===== src/rtl/intersection_scheduler_if.sv =====
// intersection_scheduler_if: request inputs and lamp/status outputs of the intersection scheduler
//   master: drives sensor, ped_req, emerg; observes light_highway, light_farm, walk, state_o
//   slave : the scheduler itself
interface intersection_scheduler_if;
    logic       sensor;
    logic       ped_req;
    logic       emerg;
    logic [2:0] light_highway;
    logic [2:0] light_farm;
    logic       walk;
    logic [2:0] state_o;
    modport master(output sensor, ped_req, emerg, input light_highway, light_farm, walk, state_o);
    modport slave(input sensor, ped_req, emerg, output light_highway, light_farm, walk, state_o);
endinterface


===== src/rtl/intersection_scheduler.sv =====
// intersection_scheduler: highway/farm-road light sequencer with pedestrian WALK and emergency pre-emption
//   clk, rst : clock and synchronous active-high reset
//   bus      : slave side of intersection_scheduler_if (sensor, ped_req, emerg in; lamps, walk, state_o out)
module intersection_scheduler #(
    parameter int CLK_PER_TICK = 4,
    parameter int HW_MIN_GREEN = 10,
    parameter int FARM_GREEN   = 6,
    parameter int YELLOW       = 3,
    parameter int ALL_RED      = 1
) (
    input logic clk,
    input logic rst,
    intersection_scheduler_if.slave bus
);
    localparam int M1   = HW_MIN_GREEN > FARM_GREEN ? HW_MIN_GREEN : FARM_GREEN;
    localparam int M2   = YELLOW > ALL_RED ? YELLOW : ALL_RED;
    localparam int TMAX = M1 > M2 ? M1 : M2;
    localparam int TW   = TMAX > 1 ? $clog2(TMAX) : 1;
    localparam int PW   = CLK_PER_TICK > 1 ? $clog2(CLK_PER_TICK) : 1;
    typedef enum logic [2:0] {HGRN = 3'd0, HYEL = 3'd1, ARED1 = 3'd2, FGRN = 3'd3, FYEL = 3'd4, ARED2 = 3'd5} state_t;
    state_t state, nxt;
    logic [PW-1:0] psc;
    logic [TW-1:0] tcnt;
    logic ped_pend, ped_serv, min_done, tick, exp_hw, exp_fg, exp_y, exp_ar, enter_fgrn;
    logic [2:0] hw_lamp, farm_lamp;
    function automatic logic [5:0] lamps(state_t s);
        return s == HGRN ? 6'b001_100 :
               s == HYEL ? 6'b010_100 :
               s == FGRN ? 6'b100_001 :
               s == FYEL ? 6'b100_010 : 6'b100_100;
    endfunction
    assign tick       = psc == PW'(CLK_PER_TICK - 1);
    assign exp_hw     = tick && tcnt == TW'(HW_MIN_GREEN - 1);
    assign exp_fg     = tick && tcnt == TW'(FARM_GREEN - 1);
    assign exp_y      = tick && tcnt == TW'(YELLOW - 1);
    assign exp_ar     = tick && tcnt == TW'(ALL_RED - 1);
    assign enter_fgrn = nxt == FGRN && state != FGRN;
    always_comb begin
        nxt = state;
        case (state)
            HGRN:    if ((min_done | exp_hw) & (bus.sensor | ped_pend) & ~bus.emerg) nxt = HYEL;
            HYEL:    if (exp_y) nxt = ARED1;
            ARED1:   if (exp_ar) nxt = bus.emerg ? HGRN : FGRN;
            FGRN:    if (bus.emerg | exp_fg) nxt = FYEL;
            FYEL:    if (exp_y) nxt = ARED2;
            ARED2:   if (exp_ar) nxt = HGRN;
            default: nxt = HGRN;
        endcase
    end
    always_ff @(posedge clk) begin
        if (rst) begin
            state     <= HGRN;
            psc       <= '0;
            tcnt      <= '0;
            ped_pend  <= 1'b0;
            ped_serv  <= 1'b0;
            min_done  <= 1'b0;
            hw_lamp   <= 3'b001;
            farm_lamp <= 3'b100;
        end else begin
            state                <= nxt;
            {hw_lamp, farm_lamp} <= lamps(nxt);
            // every state change restarts dwell timing from a fresh tick boundary
            if (nxt != state) begin
                psc      <= '0;
                tcnt     <= '0;
                min_done <= 1'b0;
            end else begin
                psc <= tick ? '0 : psc + 1'b1;
                if (tick && tcnt != '1) tcnt <= tcnt + 1'b1;
                if (state == HGRN && exp_hw) min_done <= 1'b1;
            end
            // a request coincident with farm-green entry is served in this phase
            ped_pend <= enter_fgrn ? 1'b0 : ped_pend | bus.ped_req;
            ped_serv <= enter_fgrn ? ped_pend | bus.ped_req : ped_serv & (nxt == FGRN);
        end
    end
    assign bus.light_highway = hw_lamp;
    assign bus.light_farm    = farm_lamp;
    assign bus.walk          = state == FGRN && ped_serv && !bus.emerg;
    assign bus.state_o       = state;
endmodule

===== src/flat_wrapper.sv =====
// flat-port wrapper written by rule: the top's interface ports become plain ports
module intersection_scheduler_flat 
#(
    parameter int CLK_PER_TICK = 4,
    parameter int HW_MIN_GREEN = 10,
    parameter int FARM_GREEN   = 6,
    parameter int YELLOW       = 3,
    parameter int ALL_RED      = 1
)
  (clk, rst, bus_sensor, bus_ped_req, bus_emerg, bus_light_highway, bus_light_farm, bus_walk, bus_state_o);
  intersection_scheduler_if bus_i ();
  input logic clk;
  input logic rst;
  input wire logic [$bits(bus_i.sensor)-1:0] bus_sensor;
  input wire logic [$bits(bus_i.ped_req)-1:0] bus_ped_req;
  input wire logic [$bits(bus_i.emerg)-1:0] bus_emerg;
  output wire logic [$bits(bus_i.light_highway)-1:0] bus_light_highway;
  output wire logic [$bits(bus_i.light_farm)-1:0] bus_light_farm;
  output wire logic [$bits(bus_i.walk)-1:0] bus_walk;
  output wire logic [$bits(bus_i.state_o)-1:0] bus_state_o;
  assign bus_i.sensor = bus_sensor;
  assign bus_i.ped_req = bus_ped_req;
  assign bus_i.emerg = bus_emerg;
  assign bus_light_highway = bus_i.light_highway;
  assign bus_light_farm = bus_i.light_farm;
  assign bus_walk = bus_i.walk;
  assign bus_state_o = bus_i.state_o;
  intersection_scheduler #(.CLK_PER_TICK(CLK_PER_TICK), .HW_MIN_GREEN(HW_MIN_GREEN), .FARM_GREEN(FARM_GREEN), .YELLOW(YELLOW), .ALL_RED(ALL_RED)) u_core (.clk(clk), .rst(rst), .bus(bus_i));
endmodule

===== config.mk =====
export PLATFORM = sky130hd
export DESIGN_NAME = intersection_scheduler_flat
export DESIGN_NICKNAME = d
export VERILOG_FILES = /design/src/rtl/intersection_scheduler_if.sv /design/src/rtl/intersection_scheduler.sv /design/src/flat_wrapper.sv
export SDC_FILE = /design/constraint.sdc
export NUM_CORES = 1
export LEC_CHECK = 0
export BUFFER_PORTS_ARGS = -buffer_cell sky130_fd_sc_hd__buf_2
export CAP_MARGIN = 20
export CORE_MARGIN = 2
export CORE_UTILIZATION = 33
export DETAILED_ROUTE_END_ITERATION = 8
export MAX_ROUTING_LAYER = met4
export PLACE_DENSITY_LB_ADDON = 0.2
export SETUP_SLACK_MARGIN = 0.15
export SLEW_MARGIN = 20
export SYNTH_ARGS = -nofsm -noshare
export SYNTH_HDL_FRONTEND = slang
export SYNTH_SLANG_ARGS = --single-unit

===== constraint.sdc =====
create_clock -name clk -period 2.16 [get_ports clk]
set_input_delay 0.432 -clock clk [delete_from_list [all_inputs] [get_ports clk]]
set_output_delay 0.432 -clock clk [all_outputs]
set_load 0.01 [all_outputs]

[After elaboration in Yosys (flattened, before gate mapping)]
Index checks and enable logic that the tools add are counted.
Operators by class
  $add $sub $neg: 2
  $mul: 0
  div/mod/pow operators: 0
  magnitude comparators: 0
  eq/ne operators: 15
  shifts and indexed selects: 0
  mux-type cells: 12
  bitwise gates (word level): 8
  reductions and logical operators: 19
Operators with widths (count)
  3-bit two-way mux: 8
  3-bit one-hot mux with 6 select lines: 1
  3-bit by 2-bit == test with 1-bit output (second input constant): 3
  3-bit == test (second input constant): 3
  1-bit logical AND: 9
  3-bit by 1-bit == test with 1-bit output (second input constant): 2
  3-bit zero test: 2
  2-bit OR reduction: 3
  3-bit OR reduction: 2
  5-bit two-way mux: 1
  4-bit by 1-bit adder with 4-bit output (second input constant): 1
  4-bit by 2-bit == test with 1-bit output (second input constant): 1
  4-bit by 3-bit == test with 1-bit output (second input constant): 1
  4-bit == test (second input constant): 1
  4-bit zero test: 1
  4-bit != test (second input constant): 1
  1-bit OR: 4
  4-bit OR reduction: 1
  1-bit AND: 3
  3-bit by 2-bit != test with 1-bit output (second input constant): 1
  3-bit != test: 1
  2-bit by 1-bit adder with 2-bit output (second input constant): 1
  2-bit == test (second input constant): 1
  2-bit two-way mux: 1
  other kinds (3): 3
Storage, ports and cells
  flip-flop bits (word level): 18
  bits in latches: 0
  bits in writable memories: 0
  bits in read-only memories: 0
  output and inout bits: 10
  word-level logic and storage cells: 66
  memories: 0

[Logic depth before layout (Yosys ltp)]
Gate-level depths: netlist of the first run.
  word-level depth: 11
  depth in mapped cells: 7

[Worst setup path after synthesis of the first run]
OpenSTA, ideal clock, no wires.
  path type: flip-flop to flip-flop
  start point: reg u_core.tcnt[0]
  end point: reg u_core.tcnt[2]
  setup time: 0.088 ns
  arrival time: 1.657 ns
  data required time: 2.072 ns
  setup slack: 0.415 ns
  cell stages (with the launch flop): 8
  buffers on the path: 0
  cells stage by stage: dfxtp_1 -> inv_1 -> ha_1 -> nor2b_1 -> and3_4 -> o32ai_2 -> o211ai_4 -> a311oi_2
Between the ends
  cells in the longest elaborated chain, start to end: 9
  elaborated cells on any way between the ends: 24
RTL lines
  from (decl): line intersection_scheduler.sv:23  | logic [TW-1:0] tcnt;
  from (signal assigned): line intersection_scheduler.sv:70  | if (tick && tcnt != '1) tcnt <= tcnt + 1'b1;
  4-bit == test: line intersection_scheduler.sv:33  | assign exp_hw = tick && tcnt == TW'(HW_MIN_GREEN - 1);
  1-bit logical AND: line intersection_scheduler.sv:33
  1-bit OR: line intersection_scheduler.sv:41  | HGRN: if ((min_done | exp_hw) & (bus.sensor | ped_pend) & ~bus.emerg) nxt = HYEL;
  1-bit AND (2 in a row): line intersection_scheduler.sv:41
  3-bit two-way mux: line intersection_scheduler.sv:41
  3-bit one-hot mux with 6 select lines: line intersection_scheduler.sv:40  | case (state)
  3-bit != test: line intersection_scheduler.sv:64  | if (nxt != state) begin
  2-bit OR reduction (no source line)
Parallel ways exist; a longest one is shown, timed or not.
A chain may end at the register's enable or synchronous reset.

[Worst setup path in the final report of the first run]
Same ends and word-level chain as after synthesis.

==> results of run 1 <==
per-layer routing:
metal  GRT usage  vias to the layer above
li1            -                      403
met1       0.181                      370
met2       0.193                       15
met3      0.0335                        6
met4      0.0764                        0
met5           -                        -
path summary, 6_finish.rpt:
| kind | from | to | slack (ns) | depth (start not counted) |
|---|---|---|---|---|
| worst min-delay path | u_core.psc[0]$_SDFF_PP0_ | u_core.psc[0]$_SDFF_PP0_ | 0.44 | 1 |
| worst min register to register | u_core.psc[0]$_SDFF_PP0_ | u_core.psc[0]$_SDFF_PP0_ | 0.44 | 1 |
| worst max register to register | u_core.tcnt[0]$_SDFFE_PP0P_ | u_core.tcnt[2]$_SDFFE_PP0P_ | 0.26 | 7 |
| worst max-delay path | u_core.tcnt[0]$_SDFFE_PP0P_ | u_core.tcnt[2]$_SDFFE_PP0P_ | 0.26 | 7 |
sequential cells by signal (all words and copies together) (netlist names):
register	flops
u_core.ped_serv	1
u_core.bus.state_o	3
u_core.ped_pend	1
u_core.tcnt	4
u_core.min_done	1
u_core.bus.light_highway	3
u_core.bus.light_farm	3
u_core.psc	2
through the flow:
step / util / setup WS (ns)
2_1_floorplan: - / 0.415
3_3_place_gp: 0.384 / 0.240
3_5_place_dp: 0.384 / 0.222
4_1_cts: 0.397 / 0.180
5_1_grt: 0.399 / 0.127
6_report: 0.399 / 0.264
layout make-up:
type | count | area (sq um) | share of cell area
clock buffer | 4 | 36.3 | 0.0330
inverter | 6 | 22.5 | 0.0205
multi-input combinational | 74 | 557 | 0.506
sequential | 18 | 362 | 0.328
tap | 31 | 38.8 | 0.0352
timing repair buffer | 16 | 85.1 | 0.0773
layout by cell type (no fill, tap or decap), types with 2 or more instances in the layout:
| cell type | n |
|---|---|
| sky130_fd_sc_hd__nand3_1 | 4 |
| sky130_fd_sc_hd__nand2_1 | 5 |
| sky130_fd_sc_hd__o31a_1 | 2 |
| sky130_fd_sc_hd__inv_1 | 6 |
| sky130_fd_sc_hd__nor3b_2 | 3 |
| sky130_fd_sc_hd__buf_2 | 14 |
| sky130_fd_sc_hd__a21o_1 | 2 |
| sky130_fd_sc_hd__nor2b_1 | 3 |
| sky130_fd_sc_hd__ha_1 | 4 |
| sky130_fd_sc_hd__clkbuf_4 | 3 |
| sky130_fd_sc_hd__nor3_2 | 2 |
| sky130_fd_sc_hd__buf_4 | 2 |
| sky130_fd_sc_hd__nor3_1 | 3 |
| sky130_fd_sc_hd__a31oi_1 | 2 |
| sky130_fd_sc_hd__dfxtp_1 | 17 |
| sky130_fd_sc_hd__nor2_1 | 9 |
| sky130_fd_sc_hd__a21oi_1 | 11 |
critical path, stage by stage, from the launching register on:
cell and delay [ns]:
sky130_fd_sc_hd__dfxtp_1 0.39, sky130_fd_sc_hd__inv_1 0.11, sky130_fd_sc_hd__ha_1 0.22, sky130_fd_sc_hd__nor2b_1 0.15
sky130_fd_sc_hd__and3_4 0.20, sky130_fd_sc_hd__o32ai_2 0.34, sky130_fd_sc_hd__o211ai_4 0.19, sky130_fd_sc_hd__a311oi_2 0.22
logic make-up after synthesis:
family,Yosys count,share of synthesized area
simple gates,39,0.249
compound gates,27,0.232
flops,18,0.377
buf+inv,10,0.0458
fa+ha+maj,5,0.0654
mux,2,0.0223
xor+xnor,1,0.00916
power by group through the flow:
stage          sequential [mW]  combinational, mW  clock (mW)
6_report                 0.344             0.0556       0.208
5_1_grt                  0.346             0.0631       0.232
3_5_place_dp             0.352             0.0551           0
3_3_place_gp             0.352             0.0555           0
2_1_floorplan            0.351             0.0419           0
4_1_cts                  0.344             0.0554       0.218
timing repair:
item / CTS / global route
buffers inserted: 0 / 0
endpoints found under the setup margin: 0 / 13
endpoints found under the hold margin: 0 / 0
gates resized for setup: 0 / 3
==> results list, run 1 <==
- The flow ran to the end, and the final reports show no timing, DRC or antenna violations.
- Across all hold checks on the routed design, the worst slack comes to 0.436 ns.
* Tightest Hold Check Type: reg -> reg
* Count of flip-flops with a built-in enable after synthesis: 0
- Data arrival, critical path: 2.10 ns
* Static power due to leakage: 0.429 nW
* Post-synthesis instance area: 956 sq um
- First-pass GRT wire length: 3.39 mm
- CTS tree: done
* Final critical-path share of the clock period: 0.878
- Buffers inserted to repair hold after CTS numbered 0.
* Area growth, synth to finish: 15.2%
* Fillers: 272
- Detailed placement ended at an HPWL of 1.48 mm.
* Clock-pin slew on the worst setup and hold paths: 0.10 ns
- Across every metal layer, demand over resource in global routing totals 0.138.
- Number of cell rows: 19
- Final Net Count: 129
- The highest metal layer carrying signal wires in the routed design is met4.
- Of the post-synthesis cell area, the dominant cell type holds 0.377.
- Synth area leaders: sky130_fd_sc_hd__dfxtp_1 (38%), sky130_fd_sc_hd__ha_1 (6.5%), sky130_fd_sc_hd__a21oi_1 (5.8%), sky130_fd_sc_hd__nor2_1 (3.9%), sky130_fd_sc_hd__nor3b_2 (3.9%)
* Worst vdd ir: 376 uV
* Post-route ant nets: 0
* Vias/cell: 5.33
- Comb pwr share: 0.091
- Cell count after placement: 145
- Die extent in x: 57.8 um
* Total Routed Length: 1.92 mm
* Vias: 794
- Top-count cell post-synth: sky130_fd_sc_hd__dfxtp_1
- Drt first-iter violations: 5
- CP required: 2.37 ns
* Boundary Pins: 15
- The detailed router put a total of 915 um of wire on met1.
* Net switching component of the power: 0.140 mW
- The average instance in the mapped netlist occupies 9.37 sq um.
* Slew Viols, Final: 0
- Count of different cell masters after synthesis: 39
* # DRC: 0
* Clock Tree Buf Depth: 2
- The root buffer cell chosen for the clock tree is sky130_fd_sc_hd__clkbuf_4.
- Initial core utilization: 0.347
- Number of max-cap violations: 0
- Count of antenna diodes in the layout: 0
- The most used flip-flop cell after synthesis is sky130_fd_sc_hd__dfxtp_1.
- The routed design could run at a clock period as short as 1.90 ns.
- At the later pin of the worst-skew pair, clock insertion delay measures 0.29 ns.
* Die Ht: 57.8 um
* Pin count of the biggest net entering global routing: 13
- Switching power as a share of total power: 0.231
- Vias in the first global route: 740
- P_int: 0.467 mW
- Yosys reg bits: 18
- IO Port Bufs: 14
- Share of synthesized registers carrying an async set or reset: 0
* Warnings, synthesis: 0
* Core region area: 0.00276 sq mm
- The count of cells in the finished layout, fillers not included, comes to 149.
- Total count of hold-check failures in the final report: 0
- Number of buffers created by CTS: 3
* RSZ-0062 raised after global routing: yes
- After detailed routing, the average wire length per cell comes to 12.9 um.
- Wire length on met3: 81 um
- Number of antenna violations at the first check in global routing: 0
* Syn_nets: 112
- Of the total power, registers draw 0.567.
- Post-route cell area: 0.00110 sq mm
- Of the cells placed in the final design, the portion with a size suffix greater than 1 is 0.288.
- The share of total power dissipated in the clock network is 0.342.
- Setup violations remaining at the end of the flow were counted as 0.
- The die covers 0.00334 sq mm.
- For the pin with the worst max-slew slack, the measured transition is 0.330 ns.
* Startpoint kind of the worst setup timing path: flip-flop
- Counting every instance in the synthesized netlist gives 102.
* # H-tree levels: 1
- Overall power consumption after layout is estimated at 0.608 mW.
- First-pass iteration count of the detailed router: 4
- Sum of overflow across all layers after global routing: 0
* Weighted congestion reported at the end of routability-driven placement: 0.913
- Setup TNS: 0 ns
* Endpoint kind of the worst setup timing path: flip-flop
- By count the netlist is led by sky130_fd_sc_hd__dfxtp_1 (18), sky130_fd_sc_hd__a21oi_1 (11), sky130_fd_sc_hd__nor2_1 (10), sky130_fd_sc_hd__inv_1 (6).
* FMAX: 527 MHz
- Area after detailed placement: 0.00106 sq mm
- Headroom to the max-slew limit came out at 0.780.
- Detailed route wirelength on metal2: 872 um
* CTS Sinks: 18
* Max Clock Skew: 0.00492 ns
- sky130_fd_sc_hd__dfxtp_1 takes more of the synthesized area than any other cell.
- In this run the worst path has a maximum fanout of 7.
- Portion of the post-synthesis area used by sequential elements: 0.377
* WS Path Type: reg -> reg
- For this design the ratio of total power to cell area is 552 mW/mm^2.
Note: power is estimated with default switching activity, not from simulation.
==> run 2, diff against run 1 <==
--- a/config.mk
+++ b/config.mk
@@ -5,6 +5,7 @@
 export SDC_FILE = /design/constraint.sdc
 export NUM_CORES = 1
 export LEC_CHECK = 0
+export ABC_AREA = 1
 export BUFFER_PORTS_ARGS = -buffer_cell sky130_fd_sc_hd__buf_2
 export CAP_MARGIN = 20
 export CORE_MARGIN = 2
==> run 2 against run 1 <==
Net effect: sequential power about the same; fmax increased by 8.0%; synthesized area decreased by 5.0%; power decreased by 0.85%; die area decreased by 4.6%; routed wire length decreased by 3.7%; first-iteration DRC count increased by 140%; register-to-register slack improved by 0.24 ns; sequential cell count unchanged; final area decreased by 4.3%; clock skew increased by 0.014 ns; largest power group unchanged.
==> results list, run 2 <==
- Status: complete, no violations (unchanged).
- The count of port buffers added during placement came to 14 (unchanged).
- Average routed wire per standard cell: 10.5 um (was 12.9 um)
* Slew Viols, Final: 0 (unchanged)
- The initial antenna violation count is 0 (unchanged).
- The most flop-heavy register was u_core.tcnt (unchanged).
- Total Routed Length: 1.85 mm (was 1.92 mm)
- The buffer count from post-CTS setup fixing is 0 (unchanged).
- Count of antenna diodes in the layout: 0 (unchanged)
- The clock sink count is 18 (unchanged).
- Vias in the first global route: 789 (was 740)
- Tot GR Track Use: 0.133 (was 0.138)
* Boundary Pins: 15 (unchanged)
- Clock Tree Buf Depth: 2 (unchanged)
- The CTS tree is done (unchanged).
* Share of synthesized registers carrying an async set or reset: 0 (unchanged)
- The count of antenna-violating nets left after detailed routing was 0 (unchanged).
* Post-CTS resize count: 0 (unchanged)
- Warnings, synthesis: 0 (unchanged)
- Setup TNS: 0 ns (unchanged)
- The cell area power density is 572 mW/mm^2 (was 552 mW/mm^2).
* P_int: 0.459 mW (was 0.467 mW)
- Sum of overflow across all layers after global routing: 0 (unchanged)
* Number of cell rows: 19 (unchanged)
- The number of buffers and inverters on the critical path came to 1 (unchanged).
* Slowest library cell on the worst path: sky130_fd_sc_hd__dfxtp_1 (unchanged)
- The worst max-slew margin expressed relative to the limit is 0.805 (was 0.780).
- The synthesized area came to 908 sq um (was 956 sq um).
- The clock insertion delay at the later pin of the skew report came to 0.31 ns (was 0.29 ns).
* Seq pwr share: 0.570 (was 0.567)
* # H-tree levels: 1 (unchanged)
- Max Clock Skew: 0.0194 ns (was 0.00492 ns)
* FMAX: 570 MHz (was 527 MHz)
- CP dominant cell by count: sky130_fd_sc_hd__nand2_1
* Weighted congestion reported at the end of routability-driven placement: 0.836 (was 0.913)
* Switching power as a share of total power: 0.238 (was 0.231)
- Max reg flops: 4 (unchanged)
- The clock root buffer master was sky130_fd_sc_hd__clkbuf_4 (unchanged).
- RSZ-0062 raised after global routing: no (was yes).
* Clock power share: 0.360 (was 0.342)
* # DRC: 0 (unchanged)
- The largest driver fanout on the critical path was 5 (was 7).
- Portion of the post-synthesis area used by sequential elements: 0.397 (was 0.377)
- The number of buffers inserted by hold repair at cts came to 0 (unchanged).
* Min Clock Period, post-route: 1.76 ns (was 1.90 ns)
- Top-count cell post-synth: sky130_fd_sc_hd__nand2_1 (was sky130_fd_sc_hd__dfxtp_1)
- The number of nets in the synthesized netlist came to 138 (was 112).
- Synth area leaders: sky130_fd_sc_hd__dfxtp_1 (40%), sky130_fd_sc_hd__nand2_1 (12%), sky130_fd_sc_hd__nor2_1 (8.3%), sky130_fd_sc_hd__inv_1 (7.4%), sky130_fd_sc_hd__ha_1 (6.9%) (was sky130_fd_sc_hd__dfxtp_1 (38%), sky130_fd_sc_hd__ha_1 (6.5%), sky130_fd_sc_hd__a21oi_1 (5.8%), sky130_fd_sc_hd__nor2_1 (3.9%), sky130_fd_sc_hd__nor3b_2 (3.9%))
- Drt first-iter violations: 12 (was 5)
- The mean post-synth cell area was 7.10 sq um (was 9.37 sq um).
- Count of flip-flops with a built-in enable after synthesis: 0 (unchanged)
- The max-capacitance violation count was 0 (unchanged).
- The total CTS buffers came to 3 (unchanged).
- The biggest area consumer among synthesized cells is sky130_fd_sc_hd__dfxtp_1 (unchanged).
* Worst-margin pin slew: 0.290 ns (was 0.330 ns)
- Final Net Count: 157 (was 129)
- Maximum single-stage delay on the critical path: 0.45 ns (was 0.39 ns)
- Final critical-path share of the clock period: 0.813 (was 0.878)
- Most used cells in the layout excluding fill and tap cells: sky130_fd_sc_hd__nand2_1 (28), sky130_fd_sc_hd__nor2_1 (20), sky130_fd_sc_hd__inv_1 (18), sky130_fd_sc_hd__dfxtp_1 (18), sky130_fd_sc_hd__buf_2 (14) (was sky130_fd_sc_hd__dfxtp_1 (17), sky130_fd_sc_hd__buf_2 (14), sky130_fd_sc_hd__a21oi_1 (11)).
- The total die area is 0.00319 sq mm (was 0.00334 sq mm).
- The class of the worst hold path is in -> reg (was reg -> reg).
- The element type at the critical path end is a primary output (was flip-flop).
- Worst vdd ir: 413 uV (was 376 uV)
* Core region area: 0.00269 sq mm (was 0.00276 sq mm)
* Die extent in x: 56.5 um (was 57.8 um)
- The global-route wire length before repair was 3.24 mm (was 3.39 mm).
- Vias: 797 (was 794)
- The share of cells above drive strength 1 was 0.233 (was 0.288).
- Post-synthesis instance total: 128 (was 102)
- The layout-stage area growth over the synthesis result came to 16.0% (was 15.2%).
- HPWL after DPL: 1.53 mm (was 1.48 mm)
* Number of setup violations in the final report: 0 (unchanged)
- The data required time at the worst endpoint is 1.73 ns (was 2.37 ns).
- Main synth FF type: sky130_fd_sc_hd__dfxtp_1 (unchanged)
- Die Ht: 56.5 um (was 57.8 um)
- Yosys reg bits: 18 (unchanged)
- The worst path arrival time came to 1.32 ns (was 2.10 ns).
- The combinational share of power is 0.070 (was 0.091).
* WS Path Type: reg -> out (was reg -> reg)
- Vias/cell: 4.50 (was 5.33)
- Static power due to leakage: 0.535 nW (was 0.429 nW)
- The reported net switching power was 0.144 mW (was 0.140 mW).
- The post-CTS clock slew at the launch and capture registers of the worst setup and hold paths came to 0.12 ns (was 0.10 ns).
- Final total power: 0.603 mW (was 0.608 mW)
- Top cell type's share of synthesized area: 0.397 (was 0.377)
* Critical-path cell list: nand2_1, nor2_2, nand2_1, nor2_1, buf_2 (was inv_1, ha_1, nor2b_1, and3_4, o32ai_2, o211ai_4, a311oi_2)
- The nature of the critical path startpoint is a flip-flop (unchanged).
- Initial core utilization: 0.338 (was 0.347)
- Leading cell type in the layout, fill and taps excluded: sky130_fd_sc_hd__nand2_1 (was sky130_fd_sc_hd__dfxtp_1)
- Count of different cell masters after synthesis: 22 (was 39)
- Top cell family by delay on the critical path: flip-flops (was compound AO/OA/AOI/OAI gates)
- The largest net degree at the start of global routing is 11 (was 13).
- The detailed-routing iteration count for the pre-antenna-repair pass came to 4 (unchanged).
* Leading post-synthesis cells by instance count: sky130_fd_sc_hd__nand2_1 (28), sky130_fd_sc_hd__nor2_1 (20), sky130_fd_sc_hd__dfxtp_1 (18), sky130_fd_sc_hd__inv_1 (18), sky130_fd_sc_hd__nand3_1 (9) (was sky130_fd_sc_hd__dfxtp_1 (18), sky130_fd_sc_hd__a21oi_1 (11), sky130_fd_sc_hd__nor2_1 (10), sky130_fd_sc_hd__inv_1 (6))
* Total count of hold-check failures in the final report: 0 (unchanged)
-- run 2: logic make-up after synthesis --
| group | Yosys count | share of synthesized area |
|---|---|---|
| flops | 18 | 0.397 |
| mux | 1 | 0.0124 |
| simple gates | 71 | 0.357 |
| xor+xnor | 2 | 0.0193 |
| buf+inv | 23 | 0.0950 |
| compound gates | 8 | 0.0510 |
| fa+ha+maj | 5 | 0.0689 |
-- run 2: metrics by stage --
| stage | instance area, sq um | instances | setup slack, ns | util | hold slack, ns |
|---|---|---|---|---|---|
| after floorplan | 908 | 128 | 0.728 | - | 0.396 |
| after global placement | 1020 | 173 | 0.549 | 0.379 | 0.404 |
| after detailed placement | 1020 | 173 | 0.535 | 0.379 | 0.425 |
| after CTS | 1050 | 177 | 0.389 | 0.392 | 0.390 |
| after global routing | 1050 | 177 | 0.266 | 0.392 | 0.386 |
| final | 1050 | 177 | 0.404 | 0.392 | 0.392 |
-- run 2: worst reg2reg max path, stage by stage, from the launching register on --
cell and delay (ns):
sky130_fd_sc_hd__dfxtp_1 0.38, sky130_fd_sc_hd__inv_1 0.10, sky130_fd_sc_hd__ha_1 0.22, sky130_fd_sc_hd__nand2_2 0.08, sky130_fd_sc_hd__clkinv_1 0.08, sky130_fd_sc_hd__nand2_1 0.06
sky130_fd_sc_hd__nand3_1 0.10, sky130_fd_sc_hd__nand3_1 0.10, sky130_fd_sc_hd__nand3_1 0.09, sky130_fd_sc_hd__nor2_2 0.16, sky130_fd_sc_hd__nand2_2 0.11, sky130_fd_sc_hd__nor2_1 0.10
-- run 2: path summary, 6_finish.rpt --
check,start,end,slack [ns],cells after the start
setup / recovery,u_core.bus.state_o[0]$_SDFF_PP0_,bus_walk,0.40,5
hold / removal,rst,u_core.bus.light_highway[2]$_SDFF_PP0_,0.39,2
setup reg to reg,u_core.tcnt[0]$_SDFFE_PP0P_,u_core.tcnt[2]$_SDFFE_PP0P_,0.50,11
hold reg to reg,u_core.psc[0]$_SDFF_PP0_,u_core.psc[0]$_SDFF_PP0_,0.44,1
-- run 2: metal layers --
metal | routed length [um] | up-vias | global-route usage
li1 | - | 430 | -
met1 | 820 | 343 | 0.154
met2 | 901 | 17 | 0.224
met3 | 62 | 7 | 0.0138
met4 | 67 | 0 | 0.0748
met5 | 0 | - | -
-- run 2: final cells by class --
type                       count  area (sq um)
clock buffer                   4          36.3
fill                         283          1630
inverter                      23          86.3
multi-input combinational     87           462
sequential                    18           360
tap                           31          38.8
timing repair buffer          14          70.1
-- run 2: power by group through the flow --
stage	clock (mW)	sequential [mW]	combinational (mW)
global route	0.235	0.344	0.0521
CTS	0.220	0.343	0.0432
global placement	0	0.351	0.0430
finish	0.217	0.343	0.0424
floorplan	0	0.350	0.0313
detailed placement	0	0.351	0.0430
==> run 3, diff against run 2 <==
==> constraint.sdc (replaced) <==
create_clock -name clk -period 1.65 [get_ports clk]
set_input_delay 0.33 -clock clk [delete_from_list [all_inputs] [get_ports clk]]
set_output_delay 0.33 -clock clk [all_outputs]
set_load 0.01 [all_outputs]
==> run 3 against run 2 <==
Net effect: first-iteration DRC count shrank 42%; worst hold slack lost 0.095 ns; critical path depth increased by 5; register-to-register slack worse by 0.40 ns; routed wire length up 24%; largest cell class unchanged; sequential power increased by 31%; non-clock buffer count is 9 higher; clock skew fell by 0.0047 ns; die area did not move; sequential cell count unchanged; global-route usage rose by 1.8 points; power increased by 35%.
==> results list, run 3 (synthesis gave the netlist of run 2 again) <==
- Die Footprint: 0.00319 sq mm (unchanged)
- Drt first-iter violations: 7 (was 12)
- # DRC: 0 (unchanged)
- The cell count after placement was 173 (unchanged).
- Initial core utilization: 0.338 (unchanged)
- The smallest clock period supported by the final layout is computed as 1.55 ns.
* Die extent in x: 56.5 um (unchanged)
* Number of antenna violations at the first check in global routing: 0 (unchanged)
- The class of the worst hold path was in -> reg (unchanged).
* Number of cell rows: 19 (unchanged)
* Vias: 891 (was 797)
- Number of buffers created by CTS: 3 (unchanged)
- Setup TNS: 0 ns (unchanged)
* Endpoint kind of the worst setup timing path: flip-flop (was primary output)
- Average routed wire per standard cell: 12.4 um (was 10.5 um)
* Static power due to leakage: 0.632 nW (was 0.535 nW)
* Data arrival, critical path: 1.74 ns (was 1.32 ns)
- The nature of the critical path startpoint is a flip-flop (unchanged).
- Top cell family by delay on the critical path: simple AND/OR/NAND/NOR gates (was flip-flops)
- HPWL after DPL: 1.53 mm (unchanged)
- Post-route ant nets: 0 (unchanged)
- The number of buffers inserted by hold repair at cts was 0 (unchanged).
- First-pass iteration count of the detailed router: 4 (unchanged)
- Number of max-cap violations: 0 (unchanged)
- IO Port Bufs: 14 (unchanged)
* Biggest fanout along the worst timing path: 4 (was 5)
* Sum of overflow across all layers after global routing: 0 (unchanged)
- FMAX: 646 MHz
* Final Net Count: 166 (was 157)
- # H-tree levels: 1 (unchanged)
- The clock sink count is 18 (unchanged).
- The via count of the first global-routing pass came to 859 (was 789).
- Weighted congestion reported at the end of routability-driven placement: 0.836 (about the same)
- Of the available clock period, the critical path in the final layout requires 0.938.
* Final total power: 0.812 mW (was 0.603 mW)
- The clock root buffer master is sky130_fd_sc_hd__clkbuf_4 (unchanged).
- The count of antenna diodes in the layout came to 0 (unchanged).
* Register with the highest flop count: u_core.tcnt (unchanged)
* Leading cell type in the layout, fill and taps excluded: sky130_fd_sc_hd__nand2_1 (unchanged)
- Pwr dens: 621 mW/mm^2 (was 572 mW/mm^2)
* Layout cells sized above 1: 0.503 (was 0.233)
- Max Clock Skew: 0.0147 ns (was 0.0194 ns)
* Clock-pin slew on the worst setup and hold paths: 0.11 ns (was 0.12 ns)
* Total Routed Length: 2.30 mm (was 1.85 mm)
- Total count of hold-check failures in the final report: 0 (unchanged)
* Number of setup violations in the final report: 0 (unchanged)
* Fillers: 265 (was 283)
- RSZ-0062 raised after global routing: yes (was no)
* Clk_lat worst skew: 0.31 ns (about the same)
- CP required: 1.84 ns (was 1.73 ns)
- Worst path bufs/invs: 3 (was 1)
* Max reg flops: 4 (unchanged)
- The mean number of vias per cell was 4.79 (was 4.50).
- Area growth, synth to finish: 43.9% (was 16.0%)
- The final instance count without filler cells was 186 (was 177).
- Pin count of the biggest net entering global routing: 11 (unchanged)
- Die Ht: 56.5 um (unchanged)
- Remaining max-slew budget at the tightest pin: 0.835 (was 0.805)
- Most used cells in the layout excluding fill and tap cells: sky130_fd_sc_hd__nand2_1 (21), sky130_fd_sc_hd__inv_1 (15), sky130_fd_sc_hd__nor2_1 (15) (was sky130_fd_sc_hd__nand2_1 (28), sky130_fd_sc_hd__nor2_1 (20), sky130_fd_sc_hd__inv_1 (18), sky130_fd_sc_hd__dfxtp_1 (18), sky130_fd_sc_hd__buf_2 (14)).
- The post-route standard cell area excluding fillers is 0.00131 sq mm (was 0.00105 sq mm).
* Status: complete, no violations (unchanged)
- CTS tree: done (unchanged)
- The area of placed instances is 0.00102 sq mm (unchanged).
- Slowest library cell on the worst path: sky130_fd_sc_hd__dfxtp_4 (was sky130_fd_sc_hd__dfxtp_1)
- Tot GR Track Use: 0.151 (was 0.133)
* Worst-margin pin slew: 0.244 ns (was 0.290 ns)
- Maximum single-stage delay on the critical path: 0.39 ns (was 0.45 ns)
- The peak supply drop was 546 uV (was 413 uV).
* Clock Tree Buf Depth: 2 (unchanged)
- Slew Viols, Final: 0 (unchanged)
- First-pass GRT wire length: 3.64 mm (was 3.24 mm)
* Boundary Pins: 15 (unchanged)
* R2r setup slk: 0.10 ns (was 0.50 ns)
* WS Path Type: reg -> reg (was reg -> out)
- Critical-path cell list: buf_4, inv_2, nor2_2, nand2_1, nor2_2, nor2_4, inv_2, nand2_1, a21oi_2, nor2_1 (was nand2_1, nor2_2, nand2_1, nor2_1, buf_2)
- Core region area: 0.00269 sq mm (unchanged)
[run 3: final cells by class]
| type | instances | area [sq um] | share of cell area |
|---|---|---|---|
| clock buffers | 4 | 36.3 | 0.0278 |
| inverters | 23 | 95.1 | 0.0727 |
| flip-flops and latches | 18 | 378 | 0.289 |
| multi-input cells | 87 | 622 | 0.476 |
| well taps | 31 | 38.8 | 0.0297 |
| repair buffers | 23 | 138 | 0.105 |
[run 3: worst paths after layout]
check | startpoint | endpoint | cells after the start
hold reg to reg | u_core.psc[0]$_SDFF_PP0_ | u_core.psc[0]$_SDFF_PP0_ | 1
hold / removal | rst | u_core.bus.light_highway[2]$_SDFF_PP0_ | 2
setup reg to reg | u_core.bus.state_o[0]$_SDFF_PP0_ | u_core.bus.light_farm[2]$_SDFF_PP1_ | 10
setup / recovery | u_core.bus.state_o[0]$_SDFF_PP0_ | u_core.bus.light_farm[2]$_SDFF_PP1_ | 10
[run 3: what timing repair did]
item	in CTS	in global routing
resized for setup	37	16
pin swaps	12	9
setup endpoints to repair	13	14
setup buffers	9	0
[run 3: where the power goes]
part	leakage (nW)	internal (mW)	switching [mW]
clock	0.0210	0.135	0.145
sequential	0.150	0.440	0.0108
combinational	0.461	0.0372	0.0436
[run 3: metal layers]
metal | vias to the layer above | global-route usage | share of wire
met5 | - | - | 0
met1 | 410 | 0.161 | 0.40
li1 | 457 | - | -
met3 | 9 | 0.0138 | 0.020
met2 | 15 | 0.276 | 0.54
met4 | 0 | 0.0748 | 0.037
[run 3: stage by stage]
stage	hold slack (ns)	worst slack [ns]	utilization
floorplan	0.396	0.218	-
global placement	0.404	0.0388	0.379
detailed placement	0.425	0.0250	0.379
global route	0.283	0.0211	0.487
CTS	0.288	0.148	0.464
finish	0.296	0.102	0.487
